<file path="src/rtl/core_l1d_req_ctrl.sv">
// Memory-stage L1D transaction sequencer: one outstanding request, valid/ack handshake,
// response wait, pipeline stall, kill-drop and a sticky wait-time watchdog.
module core_l1d_req_ctrl #(
    parameter int unsigned TO_W = 8
) (
    input  logic        clk,
    input  logic        rst_n,
    input  logic        req_val_in,
    input  logic [2:0]  req_cop_in,
    input  logic [2:0]  req_size_in,
    input  logic [31:0] req_addr_in,
    input  logic [31:0] req_wdata_in,
    input  logic        kill_in,
    output logic        l1d_req_val_out,
    output logic [2:0]  l1d_req_cop_out,
    output logic [2:0]  l1d_req_size_out,
    output logic [31:0] l1d_req_addr_out,
    output logic [31:0] l1d_req_wdata_out,
    input  logic        l1d_req_ack_in,
    input  logic        l1d_resp_val_in,
    input  logic [31:0] l1d_resp_data_in,
    output logic        stall_out,
    output logic [31:0] ld_data_out,
    output logic        ld_data_val_out,
    output logic        timeout_err_out
);

    typedef enum logic [1:0] {StIdle, StReq, StResp} state_e;

    localparam logic [TO_W-1:0] WdMax     = {TO_W{1'b1}};
    localparam logic [TO_W-1:0] WdPenult  = WdMax - TO_W'(1);

    state_e          state_q;
    logic [TO_W-1:0] wd_cnt_q;
    logic            drop_q;
    logic            accept;
    logic            lat_is_ld;
    logic            drop_now;

    assign accept    = req_val_in & ~kill_in &
                       ((req_cop_in[1:0] == 2'b01) | (req_cop_in[1:0] == 2'b10));
    assign lat_is_ld = (l1d_req_cop_out[1:0] == 2'b01);
    // A kill landing in the completing cycle still suppresses delivery.
    assign drop_now  = drop_q | kill_in;

    assign stall_out = (state_q != StIdle) | accept;

    always_ff @(posedge clk or negedge rst_n) begin
        if (!rst_n) begin
            state_q           <= StIdle;
            wd_cnt_q          <= '0;
            drop_q            <= 1'b0;
            l1d_req_val_out   <= 1'b0;
            l1d_req_cop_out   <= '0;
            l1d_req_size_out  <= '0;
            l1d_req_addr_out  <= '0;
            l1d_req_wdata_out <= '0;
            ld_data_out       <= '0;
            ld_data_val_out   <= 1'b0;
            timeout_err_out   <= 1'b0;
        end else begin
            ld_data_val_out <= 1'b0;
            unique case (state_q)
                StIdle: begin
                    if (accept) begin
                        state_q           <= StReq;
                        wd_cnt_q          <= '0;
                        l1d_req_val_out   <= 1'b1;
                        l1d_req_cop_out   <= req_cop_in;
                        l1d_req_size_out  <= req_size_in;
                        l1d_req_addr_out  <= req_addr_in;
                        l1d_req_wdata_out <= req_wdata_in;
                    end
                end
                StReq: begin
                    if (l1d_req_ack_in && (!lat_is_ld || l1d_resp_val_in)) begin
                        state_q         <= StIdle;
                        wd_cnt_q        <= '0;
                        drop_q          <= 1'b0;
                        l1d_req_val_out <= 1'b0;
                        if (lat_is_ld && !drop_now) begin
                            ld_data_out     <= l1d_resp_data_in;
                            ld_data_val_out <= 1'b1;
                        end
                    end else if (l1d_req_ack_in) begin
                        state_q         <= StResp;
                        wd_cnt_q        <= '0;
                        drop_q          <= drop_now;
                        l1d_req_val_out <= 1'b0;
                    end else begin
                        drop_q <= drop_now;
                        if (wd_cnt_q != WdMax) begin
                            wd_cnt_q <= wd_cnt_q + TO_W'(1);
                            if (wd_cnt_q == WdPenult) timeout_err_out <= 1'b1;
                        end
                    end
                end
                StResp: begin
                    if (l1d_resp_val_in) begin
                        state_q  <= StIdle;
                        wd_cnt_q <= '0;
                        drop_q   <= 1'b0;
                        if (!drop_now) begin
                            ld_data_out     <= l1d_resp_data_in;
                            ld_data_val_out <= 1'b1;
                        end
                    end else begin
                        drop_q <= drop_now;
                        if (wd_cnt_q != WdMax) begin
                            wd_cnt_q <= wd_cnt_q + TO_W'(1);
                            if (wd_cnt_q == WdPenult) timeout_err_out <= 1'b1;
                        end
                    end
                end
                default: state_q <= StIdle;
            endcase
        end
    end

endmodule

</file>
<file path="config.mk">
export PLATFORM = sky130hd
export DESIGN_NAME = core_l1d_req_ctrl
export DESIGN_NICKNAME = d
export VERILOG_FILES = /design/src/rtl/core_l1d_req_ctrl.sv
export SDC_FILE = /design/constraint.sdc
export NUM_CORES = 1
export LEC_CHECK = 0
export BUFFER_PORTS_ARGS = -buffer_cell sky130_fd_sc_hd__buf_2
export CORE_MARGIN = 4
export CORE_UTILIZATION = 50
export DETAILED_ROUTE_END_ITERATION = 8
export PLACE_DENSITY = 0.94
export SYNTH_ARGS = -nofsm -noshare
export SYNTH_HDL_FRONTEND = slang
export SYNTH_SLANG_ARGS = --single-unit
</file>
<file path="constraint.sdc">
create_clock -name clk -period 2.7 [get_ports clk]
set_clock_uncertainty 0.1 [all_clocks]
set_input_delay 0.54 -clock clk [delete_from_list [all_inputs] [get_ports clk]]
set_output_delay 0.54 -clock clk [all_outputs]
set_load 0.01 [all_outputs]
</file>
---- Word-level counts from Yosys, hierarchy flattened ----
Index checks and enable logic that the tools add are counted.
word-level totals
  input port bits ......................... 108
  register bits after elaboration ......... 116
cells by class
  bitwise gates (word level) .............. 6
  mux-type cells .......................... 34
  equal/unequal tests ..................... 16
  reductions and logical operators ........ 16
  add/sub/neg operators ................... 1
operator list
  operator             number
  $mux 32              4
  $pmux 32 s2          1
  $mux 8               5
  $pmux 8 s3           1
  $ne 2x2->1 const B   8
  $mux 1               14
  $add 8x1->8 const B  1
  $eq 8x8->1 const B   1
  $mux 2               4
  $ne 8x8->1 const B   1
  $pmux 1 s2           4
  $eq 2x1->1 const B   3
  $pmux 2 s3           1
  $reduce_and 3->1     2
  $reduce_bool 2->1    3
  $reduce_and 5->1     1
  $eq 2x2->1 const B   2
  $reduce_and 2->1     2
  $reduce_and 4->1     1
  $ne 3x3->1 const B   1
  $or 1x1->1           3
  $reduce_bool 3->1    1
  $and 1x1->1          2
  $logic_and 1x1->1    2
  4 further kinds      5

---- Logic depth before layout (Yosys ltp) ----
Gate-level depths: netlist of the first run.
  word-level depth ........................ 6
  gate-level depth with buffers ........... 8

---- Least setup slack after synthesis of the first run ----
OpenSTA, ideal clock, no wires.
  kind .................................... flip-flop to flip-flop
  start ................................... register state_q[1]
  end ..................................... register ld_data_out[0]
  path buffers ............................ 2
  period minus slack after synthesis ...... 1.852 ns
  arrival ................................. 1.626 ns
  setup slack ............................. 0.848 ns
  cell stages (with the launch flop) ...... 9
  data required time ...................... 2.475 ns
  setup time .............................. 0.125 ns
  cell sequence ........................... dfrtp_1 > inv_1 > ha_1 > nand2_1 > o2bb2ai_1 > and3_1 > buf_6 > buf_12 > mux2_4
on the way
  word-level cells in the longest chain between the ends .. 3
  elaborated cells between the ends (all ways) .. 9
ends and longest elaborated chain
  item                                                              RTL line  source
  start: declaration                                                33        state_e state_q;
  start signal: assignment                                          50        state_q <= StIdle;
  start signal: assignment                                          66        state_q <= StReq;
  start signal: assignment                                          77        state_q <= StIdle;
  $eq 2x1->1 / $eq 2x2->1 (equally long branches)                   63        unique case (state_q)
  $ne 2x2->1 (no line) / $reduce_bool 2->1 (equally long branches)  n/a
  $reduce_and 5->1 (no line)                                        n/a
  end signal: assignment                                            82        ld_data_out <= l1d_resp_data_in;
  end signal: assignment                                            104       ld_data_out <= l1d_resp_data_in;
  end: declaration                                                  23        output logic [31:0] ld_data_out,
Parallel ways exist; a longest one is shown, timed or not.
A chain may end at the register's enable or synchronous reset.

---- Worst setup path after layout of the first run ----
  start ................................... register state_q[1]
  end ..................................... output stall_out
on the way
  word-level cells in the longest chain between the ends .. 2
ends and longest elaborated chain
  item               RTL line  source
  $reduce_bool 2->1  46        assign stall_out = (state_q != StIdle) | accept;
  $or 1x1->1         46
  end: declaration   22        output logic stall_out,
Every way passes these cells.

==> metrics.md, run 1 <==
| Metric | Value |
|---|---|
| Antenna cells | 0 |
| DR vias/cell | around 5 |
| DP Wirelength | 8720 um |
| Required time of the critical path | 2060 ps |
| Cell taking the most area after synthesis | dfrtp_1 |
| Initial Utilization | 51.1% |
| Worst-path fanout max | 8 |
| CP Class | flop to output port |
| Status | complete, no violations |
| Share of the yosys chip area belonging to registers | between 50% and 60% |
| CP Capture Type | output port |
| Top-area cell type share of the netlist area | 58.4% |
| Hold depth | 2 |
| Mux share of post-synthesis cell area | 26.4% |
| Fmax | 438 MHz |
| CORE AREA | 9730 sq um |
| Worst hold slack | 177 ps |
| Initial DRC Count | roughly 130 |
| Die area | 11,600 sq um |
| Reg-to-reg slack, setup | 480 ps |
| Ports | 214 |
| Reg2Reg Depth | 6 |
| CTS sink cnt | 116 |
| Clock power frac | 25.5% |
| Post-route design area | around 6700 sq um |
| Final worst path period need | 2280 ps |
| Port bufs | between 200 and 250 |
| Setup violators final | 0 |
| Final nets | between 600 and 700 |
| DIE WIDTH | ~110 um |
| H-tree levels | 4 |
| Sequential share of power | between 30 and 40% |
| First-pass GRT wire length | between 15,000 and 20,000 um |
| Fillers | between 600 and 700 |
| Hold Crit Class | input port to flop |
| Largest family of logic cells by synthesized area | multiplexers |
| Clk buf depth | 2 |
| Global-route usage over all layers | 19.9% |
| Area grow syn2layout | 33.8% |
| Fin. max-slew vios | 0 |
| Row cnt | 36 |
| Int Pwr | approximately 5.0 mW |
| Initial antenna violation count | 0 |
| Mean post-synth cell area | 16.0 sq um |
| CTS Root Cell | clkbuf_8 |
| DR DRC count | 0 |
| Crit path to | stall_out |
| Switching Share | 32.1% |
| Worst-margin pin slew | 552 ps |
| Synth warn | 0 |
| GPL Wtd Cong | 0.883 |
| Post-Synthesis Cells | between 300 and 400 |
| Worst r2r src | state_q[1]$_DFFE_PN0P_ |
| Post-synthesis net count | 423 |
| Post-DRT Antenna Nets | 0 |
| Drt total wl | between 10,000 and 15,000 um |
| CTS tree | yes |
| TritonCTS Buffers | 17 |
| Die Y | 108 um |
| LEAKAGE | 3.38 nW |
| Total placed instance area | 6130 sq um |
| Post-synth EDFFs | 0 |
| Yosys reg bits | 116 |
| Max-Cap Viols | 0 |
| Post-CTS setup buffers | 0 |
| Yosys cell types | 41 |
| Vias in the first global route | 3,733 |
| Ratio of cells with drive above 1 in the final layout | 65.6% |
| Clk_lat worst skew | 490 ps |
| Clock transition at path regs | about 50 ps |
| Compound-Gate Fraction of Synth Area | 5.74% |
| Grt total ovfl | 0 |
| Post-synthesis adder-cell area fraction | 1.26% |
| Data arrival, critical path | around 1600 ps |
| Psw | 2.38 mW |
| Rel. slew slack | a little over three fifths |
| VDD IR max | 0.000723 V |
| Largest net degree at the start of global routing | a little under 50 |
| Synth Area in XOR/XNOR | less than 1% |
| Final Hold Viols | 0 |
| Startpoint types | flop |
| Detailed Routing Iterations Pass 1 | 4 |
| Synth Area in Simple Gates | 3.80% |
| Via count | ~3,500 |
| Cell Area, Synth | roughly 5000 sq um |
| Top FF cell, synth | dfrtp_1 |
| Final Cycle Share | 84.5% |
| Power Density | approximately 1100 nW/um^2 |
| Total power | approximately 7.4 mW |
| Setup TNS | 0 ps |
| WL per Instance | 17.2 um |
| Top cells by area, synth | dfrtp_1 58%, mux2_4 14%, mux2_2 12% |
| Synth async-reset ratio | 100% |
| Power share of the combinational group | a little over a third |
| Worst reg2reg path endpoint | l1d_req_addr_out[24]$_DFFE_PN0P_ |
| RSZ-0062 raised after global routing | no |
| Worst setup path startpoint | state_q[1]$_DFFE_PN0P_ |
==> Yosys cell counts, types with 3 or more instances <==
cell type / count
a21oi_1: 6
dfrtp_1: 116
nand2_1: 5
a22o_1: 5
buf_8: 7
inv_1: 5
mux2_2: 55
o31ai_1: 7
nand3_1: 3
ha_1: 5
nor2_1: 6
and3_1: 3
o21ai_0: 6
mux2_4: 46
buf_12: 3
==> registers in the layout, indices dropped and copies added, names as in the netlist <==
name,cells
drop_q,1
l1d_req_addr_out,32
l1d_req_cop_out,3
l1d_req_size_out,3
l1d_req_val_out,1
l1d_req_wdata_out,32
ld_data_out,32
ld_data_val_out,1
state_q,2
timeout_err_out,1
wd_cnt_q,8
==> how the worst min path moves through the flow <==
stage                                           startpoint                                end
final                                     req_wdata_in[10]  l1d_req_wdata_out[10]$_DFFE_PN0P_
after global routing                  l1d_resp_data_in[20]        ld_data_out[20]$_DFFE_PN0P_
after CTS                                  req_addr_in[28]   l1d_req_addr_out[28]$_DFFE_PN0P_
after detailed placement       timeout_err_out$_DFFE_PN0P_        timeout_err_out$_DFFE_PN0P_
after global placement    l1d_req_addr_out[16]$_DFFE_PN0P_   l1d_req_addr_out[16]$_DFFE_PN0P_
after floorplan                                      rst_n                 drop_q$_DFFE_PN0P_
==> logic make-up after synthesis <==
family / count (synthesis)
fa+ha+maj: 5
simple gates: 31
mux: 101
buf+inv: 18
compound gates: 38
flops: 116
xor+xnor: 1
==> per-layer routing <==
metal  vias up  global-route usage (%)  routed length (um)
met2       166                    35.4                6150
met3        22                    5.58                 784
met5         -                       0                   0
li1       1584                       -                   -
met4         0                    6.94                 201
met1      1722                    22.8                4610
==> stage by stage <==
stage	util (%)	std cells	worst slack, ps
2_1_floorplan	-	310	848
3_3_place_gp	63.0	654	558
3_5_place_dp	63.0	654	499
4_1_cts	68.4	685	398
5_1_grt	68.4	685	302
6_report	68.4	685	419
==> repair_timing <==
item / 4_1_cts / 5_1_grt
hold buffers: 1 / 0
endpoints found under the hold margin: 38 / 0
gates resized for setup: 0 / 0
==> critical path: stages, from the launching register on <==
cell	delay, ps
dfrtp_1	380
inv_1	110
ha_1	240
o21a_4	210
inv_2	70
buf_2	140
==> placed cells by master, fill, tap and decap left out, types with 6 or more instances in the layout <==
master | Yosys | routed
o31ai_1 | 7 | 7
a21oi_1 | 6 | 6
nor2_1 | 6 | 6
buf_4 | 0 | 7
o21ai_0 | 6 | 6
clkbuf_16 | 0 | 16
buf_2 | 0 | 212
dfrtp_1 | 116 | 116
mux2_4 | 46 | 46
clkinv_2 | 0 | 6
mux2_2 | 55 | 55
==> area by class of cell <==
cell class / instances / area [sq um] / share of cell area, %
Sequential cell: 116 / 2900 / 43.6
Clock inverter: 10 / 61.3 / 0.922
Tap cell: 133 / 166 / 2.50
Inverter: 7 / 26.3 / 0.395
Timing Repair Buffer: 223 / 1180 / 17.8
Multi-Input combinational cell: 176 / 1860 / 28.0
Clock buffer: 20 / 445 / 6.70
==> power groups by stage <==
stage	sequential (mW)	clock [mW]	combinational, mW
3_5_place_dp	2.91	0	2.66
6_report	2.88	1.89	2.64
3_3_place_gp	2.85	0	2.56
2_1_floorplan	3.21	0	1.23
4_1_cts	2.89	1.93	2.67
5_1_grt	2.98	2.01	2.84
No activity file was read; power rests on OpenSTA's default activity.
==> run 2: changes to the inputs <==
Settings changed: CORE_UTILIZATION 50 to 43, PLACE_DENSITY 0.94 to 0.87.
Clock period 2.7 ns to 1.94 ns, I/O delays scaled along.
==> metrics.md, run 2 (same netlist as run 1, synthesis figures left out) <==
| Metric | Value |
|---|---|
| Status | finished with violations |
| Failing checks | setup timing |
| CP Capture Type | output port |
| Power Density | 1630 nW/um^2 (+46%) |
| Data arrival, critical path | 1460 ps (-180 ps) |
| CTS tree | yes |
| Final Hold Viols | 0 (unchanged) |
| Initial Utilization | 44.8% (-6.2 points) |
| Met1 Track Usage GR | 21.2% (-1.6 points) |
| Reg2Reg Depth | 8 (+2) |
| Setup violators final | 1 (+1) |
| Final nets | 669 (+2.3%) |
| Rel. slew slack | 59.8% (-3.4 points) |
| Worst-path fanout max | 3 (-5) |
| Clock transition at path regs | 50 ps (about the same) |
| Drt total wl | 12,600 um (+7.1%) |
| Fillers | 813 (+19%) |
| DP Wirelength | 8790 um (+0.80%) |
| RSZ-0062 raised after global routing | yes |
| Final worst path period need | 1950 ps |
| DR DRC count | 0 (unchanged) |
| GRT met2 Usage | 32.4% (-3.0 points) |
| Initial DRC Count | 288 (+120%) |
| Hold Crit Class | input port to flop |
| Post-route insts no fill | 709 (+3.5%) |
| Die Y | 115 um (+7.2%) |
| WL per Instance | 17.8 um (+3.5%) |
| Met3 Use GR | 5.85% (+0.27 points) |
| Clk_lat worst skew | 400 ps (-90 ps) |
| Ratio of cells with drive above 1 in the final layout | 67.8% (+2.3 points) |
| Post-DRT Antenna Nets | 0 (unchanged) |
| Required time of the critical path | 1450 ps (-610 ps) |
| Area grow syn2layout | 41.7% |
| GPL Wtd Cong | 0.806 (-8.7%) |
| Global-route usage over all layers | 18.4% (-1.5 points) |
| Worst Hold End | ld_data_out[6]$_DFFE_PN0P_ |
| CTS sink cnt | 116 (unchanged) |
| Ports | 214 (unchanged) |
| Fmax | 513 MHz |
| DR vias/cell | 5.07 (-0.62%) |
| Reg-to-reg slack, setup | 40 ps (-440 ps) |
| CORE AREA | 11,100 sq um (+14%) |
| LEAKAGE | 3.54 nW (+4.8%) |
| Worst Setup Slack, final | -9.47 ps (-428 ps) |
| Most common cell after layout, fill and taps aside | buf_2 |
| Vias in the first global route | 3,881 (+4.0%) |
| Antenna cells | 0 (unchanged) |
| DIE WIDTH | 115 um (+7.2%) |
| Hold depth | 2 (unchanged) |
| Grt total ovfl | 0 (unchanged) |
| Hold Crit Start | l1d_resp_data_in[6] |
| Via count | 3,594 (+2.9%) |
| Fin. max-slew vios | 0 (unchanged) |
| TritonCTS Buffers | 17 (unchanged) |
| Largest net degree at the start of global routing | 116 (+140%) |
| DP Cell Count | 668 (+2.1%) |
| Clk buf depth | 2 (unchanged) |
| Worst reg2reg path endpoint | wd_cnt_q[2]$_DFFE_PN0P_ |
| H-tree levels | 4 (unchanged) |
| Commonest cells after routing, fill and taps aside | 211 x buf_2, 116 x dfrtp_1, 55 x mux2_2 |
| Detailed Routing Iterations Pass 1 | 4 (unchanged) |
| Initial antenna violation count | 0 (unchanged) |
| Row cnt | 38 (+5.6%) |
| Port bufs | 213 (unchanged) |
| Most Used Layer, Global Route | met2 |
| CTS Root Cell | clkbuf_16 |
| First-pass GRT wire length | 19,100 um (+6.3%) |
| Final Cycle Share | 100% |
| CP Class | flop to output port |
| Die area | 13,300 sq um (+15%) |
| Worst r2r src | state_q[1]$_DFFE_PN0P_ |
| Startpoint types | flop |
| Total power | 11.5 mW (+55%) |
| VDD IR max | 0.00107 V (+48%) |
| Biggest regs | l1d_req_addr_out (32), l1d_req_wdata_out (32), ld_data_out (32) |
| Max-Cap Viols | 0 (unchanged) |
| Worst-margin pin slew | 604 ps (+51.4 ps) |
-- run 2: changes by cell type in the layout (fill, tap and decap cells not counted), moves of 2 or more --
cell / previous run / this run
buf_4: 7 / 13
buf_6: 0 / 6
clkinvlp_4: 3 / 1
ha_1: 5 / 3
inv_1: 5 / 3
clkbuf_8: 3 / 6
nor2b_1: 2 / 0
nor2b_2: 0 / 2
ha_4: 0 / 2
bufinv_16: 0 / 4
clkinv_2: 6 / 1
clkbuf_16: 16 / 18
-- run 2: power breakdown --
| part | internal (mW) | switching [mW] |
|---|---|---|
| Sequential | 3.45 | 0.574 |
| Combinational | 2.20 | 1.84 |
| Clock | 2.36 | 1.05 |
-- run 2: cell type report --
cell class,count,area (sq um),share of cell area (%)
clock buffer,25,515,7.32
timing repair buffer,237,1350,19.2
multi-input combinational,177,1920,27.3
inverter,7,28.8,0.409
sequential,116,2900,41.2
tap,140,175,2.49
clock inverter,7,141,2.01
-- run 2: how the worst max path moves through the flow --
stage / end / slack [ps] / startpoint / depth (start not counted)
3_5_place_dp: ld_data_out[22]$_DFFE_PN0P_ / -80 / state_q[1]$_DFFE_PN0P_ / 7
5_1_grt: stall_out / -50 / state_q[1]$_DFFE_PN0P_ / 6
2_1_floorplan: ld_data_out[0]$_DFFE_PN0P_ / 90 / state_q[1]$_DFFE_PN0P_ / 8
6_report: stall_out / -9 / state_q[1]$_DFFE_PN0P_ / 6
3_3_place_gp: ld_data_out[19]$_DFFE_PN0P_ / -9 / state_q[1]$_DFFE_PN0P_ / 7
4_1_cts: stall_out / -9 / state_q[0]$_DFFE_PN0P_ / 6
-- run 2: critical path, stage by stage, from the launching register on --
cell and delay, ps:
dfrtp_1 400, inv_2 120, ha_4 160, buf_6 100
o21a_4 130, inv_4 40, buf_6 110
-- run 2: per-stage QoR --
step	util (%)	area [sq um]	worst slack, ps	hold slack (ps)	setup TNS [ps]
2_1_floorplan	-	4970	88.5	-7.59	0
3_3_place_gp	56.0	6210	-8.74	79.1	-59.5
3_5_place_dp	56.0	6210	-83.4	81.2	-1340
4_1_cts	62.5	6920	-9.18	93.2	-16.7
5_1_grt	63.5	7040	-46.1	100	-46.1
6_report	63.5	7040	-9.47	113	-9.47
-- run 2: metal layers --
metal	vias up	routed length, um
met5	-	0
met1	1774	4720
met3	20	1060
li1	1626	-
met4	0	160
met2	174	6640
-- run 2: repair_timing --
item / in CTS / in global routing
gates cloned: 0 / 2
hold buffers: 1 / 0
resized for setup: 10 / 12
hold endpoints to repair: 1 / 0
pin swaps: 1 / 5
setup endpoints to repair: 39 / 54
buffers inserted: 1 / 5
